## src/rtl/duty_ramp_pkg.sv

```systemverilog
`default_nettype none
// ============================================================================
// Module   : duty_ramp_pkg
// Brief    : Shared types, width defaults and saturating helpers for the
//            soft-start duty generator.
// Revision : 1.0  initial release
// ============================================================================
package duty_ramp_pkg;

  // Default widths of duty/target/step/period and of the overflow prescaler
  localparam int DEF_W     = 32;
  localparam int DEF_PRE_W = 16;

  // Widest datapath the helpers support; callers zero-extend into it, so the
  // extra carry/borrow bit makes every add/sub effectively W+1 bits wide.
  localparam int DR_MAX_W  = 64;

  typedef enum logic [1:0] {
    IDLE      = 2'd0,
    RAMP      = 2'd1,
    HOLD      = 2'd2,
    RAMP_DOWN = 2'd3
  } state_e;

  // a + b, clamped so the result never exceeds lim
  function automatic logic [DR_MAX_W-1:0] sat_add(input logic [DR_MAX_W-1:0] a,
                                                  input logic [DR_MAX_W-1:0] b,
                                                  input logic [DR_MAX_W-1:0] lim);
    logic [DR_MAX_W:0] sum;
    sum = {1'b0, a} + {1'b0, b};
    if (sum > {1'b0, lim}) return lim;
    return sum[DR_MAX_W-1:0];
  endfunction

  // a - b, clamped so the result never drops below lim (borrow also clamps)
  function automatic logic [DR_MAX_W-1:0] sat_sub(input logic [DR_MAX_W-1:0] a,
                                                  input logic [DR_MAX_W-1:0] b,
                                                  input logic [DR_MAX_W-1:0] lim);
    logic [DR_MAX_W:0] diff;
    diff = {1'b0, a} - {1'b0, b};
    if (diff[DR_MAX_W] || (diff[DR_MAX_W-1:0] < lim)) return lim;
    return diff[DR_MAX_W-1:0];
  endfunction

endpackage
`default_nettype wire

```

## src/rtl/ovf_prescaler.sv

```systemverilog
`default_nettype none
// ============================================================================
// Module   : ovf_prescaler
// Brief    : Divides a stream of one-cycle overflow pulses by (prescale+1)
//            and emits a one-cycle tick. Also usable for ADC trigger
//            decimation.
// Revision : 1.0  initial release
// ============================================================================
module ovf_prescaler #(
  parameter int PRE_W = 16
) (
  input  logic             clk,
  input  logic             reset,
  input  logic             clr,
  input  logic             ovf_trigger,
  input  logic [PRE_W-1:0] prescale,
  output logic             tick
);

  logic [PRE_W-1:0] cnt_q;
  logic [PRE_W-1:0] cnt_d;

  // '>=' rather than '==' so lowering prescale below the running count
  // fires on the next pulse instead of waiting for a full counter wrap.
  assign tick = ~clr & ovf_trigger & (cnt_q >= prescale);

  // Next count: cleared on clr or tick, advanced on every other overflow
  always_comb begin
    cnt_d = cnt_q;
    if (clr || tick) begin
      cnt_d = '0;
    end else if (ovf_trigger) begin
      cnt_d = cnt_q + 1'b1;
    end
  end

  // Overflow counter register
  always_ff @(posedge clk or negedge reset) begin
    if (!reset) cnt_q <= '0;
    else        cnt_q <= cnt_d;
  end

endmodule
`default_nettype wire

```

## src/rtl/duty_ramp.sv

```systemverilog
`default_nettype none
// ============================================================================
// Module   : duty_ramp
// Brief    : Soft-start duty generator feeding the PWM core. Steps duty
//            toward a period-clamped target once every (prescale+1) PWM
//            overflows, and reports busy / at_target / done.
//            Optional macro DUTY_RAMP_SOFTSTOP_EN: dropping enable ramps duty
//            down to 0 (RAMP_DOWN) instead of forcing it to 0 at once.
// Revision : 1.0  initial release
// ============================================================================
module duty_ramp
  import duty_ramp_pkg::*;
#(
  parameter int W     = DEF_W,
  parameter int PRE_W = DEF_PRE_W
) (
  input  logic             clk,
  input  logic             reset,
  input  logic             enable,
  input  logic [W-1:0]     period,
  input  logic [W-1:0]     target,
  input  logic [W-1:0]     step,
  input  logic [PRE_W-1:0] prescale,
  input  logic             ovf_trigger,
  output logic [W-1:0]     duty,
  output logic             busy,
  output logic             at_target,
  output logic             done
);

  state_e       state_q, state_d;
  logic [W-1:0] duty_q, duty_d;
  logic         busy_q, busy_d;
  logic         at_tgt_q, at_tgt_d;
  logic         done_q, done_d;

  logic [W-1:0] tgt_eff;
  logic [W-1:0] duty_up;
  logic [W-1:0] duty_dn;
  logic         tick;

  // Target can never exceed the active PWM period
  assign tgt_eff = (target > period) ? period : target;

  // Candidate steps toward tgt_eff, saturating at tgt_eff in either direction
  assign duty_up = W'(sat_add(DR_MAX_W'(duty_q), DR_MAX_W'(step), DR_MAX_W'(tgt_eff)));
  assign duty_dn = W'(sat_sub(DR_MAX_W'(duty_q), DR_MAX_W'(step), DR_MAX_W'(tgt_eff)));

  // Counter only runs while ramping or holding; IDLE keeps it at zero
  ovf_prescaler #(
    .PRE_W (PRE_W)
  ) u_prescaler (
    .clk         (clk),
    .reset       (reset),
    .clr         (state_q == IDLE),
    .ovf_trigger (ovf_trigger),
    .prescale    (prescale),
    .tick        (tick)
  );

  // Next-state, next-duty and registered-output decode
  always_comb begin
    state_d = state_q;
    duty_d  = duty_q;
    done_d  = 1'b0;

    case (state_q)
      IDLE: begin
        duty_d = '0;
        if (enable) state_d = RAMP;
      end

      RAMP, HOLD: begin
        if (!enable) begin
`ifdef DUTY_RAMP_SOFTSTOP_EN
          state_d = RAMP_DOWN;
`else
          state_d = IDLE;
          duty_d  = '0;
`endif
        end else if (state_q == HOLD) begin
          if (duty_q != tgt_eff) state_d = RAMP;
        end else if (duty_q == tgt_eff) begin
          state_d = HOLD;
          done_d  = 1'b1;
        end else if (tick) begin
          if (step == '0)             duty_d = tgt_eff;
          else if (duty_q < tgt_eff)  duty_d = duty_up;
          else                        duty_d = duty_dn;
        end
      end

`ifdef DUTY_RAMP_SOFTSTOP_EN
      RAMP_DOWN: begin
        if (enable) begin
          // Resume from wherever the ramp-down has got to
          state_d = RAMP;
        end else if (duty_q == '0) begin
          state_d = IDLE;
          done_d  = 1'b1;
        end else if (tick) begin
          if (step == '0) duty_d = '0;
          else            duty_d = W'(sat_sub(DR_MAX_W'(duty_q), DR_MAX_W'(step), '0));
        end
      end
`endif

      default: begin
        state_d = IDLE;
        duty_d  = '0;
      end
    endcase

`ifdef DUTY_RAMP_SOFTSTOP_EN
    busy_d   = (state_d == RAMP) || (state_d == RAMP_DOWN);
`else
    busy_d   = (state_d == RAMP);
`endif
    at_tgt_d = (state_d == HOLD);
  end

  // State, duty and status registers
  always_ff @(posedge clk or negedge reset) begin
    if (!reset) begin
      state_q  <= IDLE;
      duty_q   <= '0;
      busy_q   <= 1'b0;
      at_tgt_q <= 1'b0;
      done_q   <= 1'b0;
    end else begin
      state_q  <= state_d;
      duty_q   <= duty_d;
      busy_q   <= busy_d;
      at_tgt_q <= at_tgt_d;
      done_q   <= done_d;
    end
  end

  assign duty      = duty_q;
  assign busy      = busy_q;
  assign at_target = at_tgt_q;
  assign done      = done_q;

endmodule
`default_nettype wire

```

## config.mk

```make
export PLATFORM = sky130hd
export DESIGN_NAME = duty_ramp
export DESIGN_NICKNAME = d
export VERILOG_FILES = /design/src/rtl/duty_ramp_pkg.sv /design/src/rtl/ovf_prescaler.sv /design/src/rtl/duty_ramp.sv
export SDC_FILE = /design/constraint.sdc
export NUM_CORES = 1
export LEC_CHECK = 0
export CELL_PAD_IN_SITES_DETAIL_PLACEMENT = 1
export CELL_PAD_IN_SITES_GLOBAL_PLACEMENT = 2
export CORE_ASPECT_RATIO = 0.75
export CORE_MARGIN = 3
export CORE_UTILIZATION = 30
export CTS_CLUSTER_SIZE = 25
export DETAILED_ROUTE_END_ITERATION = 7
export PLACE_DENSITY_LB_ADDON = 0.1
export SETUP_SLACK_MARGIN = 0.4
export SYNTH_ARGS = -nofsm -noshare
export SYNTH_HDL_FRONTEND = slang
export SYNTH_HIERARCHICAL = 1
export SYNTH_SLANG_ARGS = --single-unit
export TNS_END_PERCENT = 100
```

## constraint.sdc

```tcl
create_clock -name clk -period 5.5 [get_ports clk]
set_input_delay 0.825 -clock clk [delete_from_list [all_inputs] [get_ports clk]]
set_output_delay 0.825 -clock clk [all_outputs]
set_load 0.03 [all_outputs]
```

==> results.tsv <==
stage	metric	value	unit
sta	Max Clk Rate	161	MHz
outcome	status	finished with violations	
worst_setup_path	worst path bufs/invs	5	
pwr	pwr dens	125	nW/um2
routing	Post-route DRC	0	
sta	count of final setup violators	32	
place	Buffers on Ports	150	
grt	via count of the first global-routing pass	14600	
synthesis	most common flop cell mapped by yosys	dfrtp_1	
floorplanning	IO Pins	151	
synthesis	synthesized instance count	1405	
synthesis	Post-Syn Area per Cell	7.53	um2
clock_tree	H-tree depth	2	
synthesis	sequential area share after synthesis	0.125	
place	dpl hpwl	46.1	mm
synthesis	Distinct cells, synth	91	
sta	setup TNS	-20.55	ns
synthesis	Synth top area share	0.244	
floorplanning	die width	223	um
worst_setup_path	crit-path max FO	6	
sta	crit share post-route	1.13	
worst_setup_path	r2r endpoint	duty[0]$_DFFE_PN0P_	
synthesis	number of synthesized register bits	53	
clock_tree	Reg clk slew, reported paths	0.09	ns
sta	Fin. Hold Viols	0	
routing	via count	13700	
worst_hold_path	Min-Delay Endpoint	u_prescaler/cnt_q[0]$_DFFE_PN0P_	
routing	via/cell ratio	5.40	
grt	pin count of the biggest net entering global routing	54	
pwr	Pleak	0.00885	uW
synthesis	most frequent cells after synthesis	ha_1, inv_1, a21oi_1	
pwr	sw frac	0.435	
grt	Total GRT Usage	0.290	
place	Placer Congestion	0.933	
pwr	maximum VDD drop	0.125	mV
pwr	Net Switching	1010	uW
worst_setup_path	Critical Path Start Type	primary input	
layout	layout cells sized above 1	0.403	
worst_setup_path	crit-path most repeated cell	o21ai_1	
pwr	Flop pwr share	0.180	
worst_setup_path	Worst path top cell family by delay	compound AO/OA/AOI/OAI gates	
worst_hold_path	hold_sp	u_prescaler/cnt_q[0]$_DFFE_PN0P_	
place	placement-stage cell area	16600	um2
clock_tree	total CTS buffers	5	
outcome	failing checks	setup timing	
clock_tree	CTS sink cnt	53	
sta	relative slew slack	0.416	
layout	fin nets	2403	
layout	area grow syn2layout	75.8	%
clock_tree	Post-CTS Hold Fix Bufs	0	
routing	drt total wl	56.8	mm
routing	1st-pass router iterations	5	
sta	unrepaired setup endpoints after global routing	true	
pwr	internal cell power	1310	uW
floorplanning	die area	37600	um2
worst_hold_path	Hold Crit Depth	2	
synthesis	biggest area consumer among synthesized cells	ha_1	
routing	WL per Instance	22.5	um
floorplanning	num rows	58	
worst_setup_path	CP Class	in2reg	
routing	1st-iter DRT viols	786	
synthesis	Post-synth EDFFs	0	
synthesis	most frequent cell after synthesis	ha_1	
grt	initial antenna violation count	1	
clock_tree	CTS Buffer Depth	2	
sta	fin. max-slew vios	0	
worst_setup_path	crit end category	flip-flop	
worst_setup_path	r2r setup slk	-0.58	ns
worst_setup_path	Critical Path Max Stage Delay	0.57	ns
synthesis	Ys Warns	6	
sta	setup ws final	-0.723	ns
floorplanning	Die Span Y	169	um
clock_tree	CTS tree	done	
floorplanning	CORE AREA	34100	um2
layout	final instance area	18600	um2
synthesis	Async SR Flop Fraction	1.00	
synthesis	mapped cell area	10600	um2
grt	Overflow after GRT	0	
worst_setup_path	RR Startpoint	duty[16]$_DFFE_PN0P_	
worst_hold_path	class of the worst hold path	reg2reg	
sta	Final Skew	0.0142	ns
synthesis	syn_nets	1729	
worst_setup_path	master of the slowest instance on the critical path	or4_4	
floorplanning	Initial Util	0.310	
clock_tree	Root Buffer	clkbuf_16	
worst_setup_path	R2R depth	25	
sta	worst slew pin tran	0.868	ns
synthesis	largest cells by area after synthesis	ha_1, dfrtp_1, a21oi_1, inv_1, xnor2_1	
worst_setup_path	Worst EP required	5.73	ns
pwr	Gate power share	0.661	
routing	Detail Route Antenna Nets	0	
worst_setup_path	critical path arrival	6.45	ns
job	MaxCap Viol Count	0	
grt	first-pass GRT wire length	85.1	mm
pwr	clock power share	0.159	
clock_tree	clk_lat worst skew	0.33	ns
sta	final worst path period need	6.22	ns
registers in the layout, indices dropped and copies added, names as in the netlist:
| name | flops |
|---|---|
| at_target | 1 |
| busy | 1 |
| done | 1 |
| duty | 32 |
| state_q | 2 |
| u_prescaler/cnt_q | 16 |
cell usage in the layout (no fill, tap or decap), drive strengths merged, types with 30 or more instances in the layout:
| master | synthesis | final |
|---|---|---|
| nand3 | 29 | 30 |
| a21o | 35 | 35 |
| ha | 206 | 206 |
| o21ai | 80 | 80 |
| nand2 | 94 | 94 |
| buf | 16 | 575 |
| dfrtp | 53 | 53 |
| inv | 153 | 154 |
| a21oi | 148 | 148 |
| xnor2 | 58 | 58 |
| clkdlybuf4s50 | 0 | 120 |
| o211ai | 42 | 42 |
| nor2 | 111 | 111 |
kinds of logic after synthesis:
kind of cell             Yosys count  share of synthesized area
adder cells (fa/ha/maj)          210                      0.249
multiplexers                       5                    0.00485
flip-flops                        53                      0.125
AO/OA/AOI/OAI                    475                      0.307
AND/OR/NAND/NOR                  386                      0.180
XOR/XNOR                          68                     0.0563
buffers and inverters            208                     0.0776
timing repair:
action | in CTS | in global routing
hold endpoints to repair | 0 | 0
endpoints found under the setup margin | 37 | 37
gates cloned | 2 | 0
resized for setup | 194 | 125
setup buffers | 27 | 21
pin swaps | 75 | 85
tightest hold or removal path, cell delays in order, from the launching register on:
cell and delay (ns):
dfrtp_1 0.43, nand2_1 0.08, a21oi_1 0.06
worst max path at each step:
stage / from / endpoint / cells after the start
after floorplan: step[0] / duty[16]$_DFFE_PN0P_ / 26
after global placement: step[0] / duty[9]$_DFFE_PN0P_ / 28
after detailed placement: step[0] / duty[9]$_DFFE_PN0P_ / 28
after CTS: step[15] / duty[0]$_DFFE_PN0P_ / 24
after global routing: step[0] / duty[0]$_DFFE_PN0P_ / 27
final: step[15] / duty[0]$_DFFE_PN0P_ / 27
per-layer routing:
layer | share of wire | global-route usage | routed length, um | vias to the layer above
met3 | 0.056 | 0.0456 | 3210 | 62
met5 | 0 | 0 | 0 | -
met2 | 0.44 | 0.461 | 25200 | 380
li1 | - | - | - | 6488
met4 | 0.019 | 0.0644 | 1070 | 0
met1 | 0.48 | 0.413 | 27300 | 6734
power by group through the flow:
stage          sequential, uW  clock [uW]  combinational, uW
2_1_floorplan             428           0                593
3_3_place_gp              423           0               1240
3_5_place_dp              425           0               1280
4_1_cts                   417         375               1400
5_1_grt                   419         388               1650
6_report                  418         368               1530
stage by stage:
stage / worst slack (ns) / power [uW] / utilization / hold slack, ns / instances
detailed placement: -2.18 / 1710 / 0.487 / 0.598 / 2472
global placement: -2.05 / 1670 / 0.487 / 0.585 / 2472
floorplan: -0.207 / 1020 / - / 0.529 / 1405
CTS: -0.607 / 2200 / 0.524 / 0.611 / 2509
global route: -0.895 / 2450 / 0.545 / 0.633 / 2530
finish: -0.723 / 2320 / 0.545 / 0.611 / 2531
area by class of cell:
cell class                      instances  area [um2]
Tap cell                              450         563
Clock inverter                          3        21.3
Clock buffer                            5         125
Multi-Input combinational cell       1145        9950
Fill cell                            4085       15500
Antenna cell                            1        2.50
Inverter                              155         584
Sequential cell                        53        1330
Timing Repair Buffer                  719        6020
(Power assumes the default switching activity.)
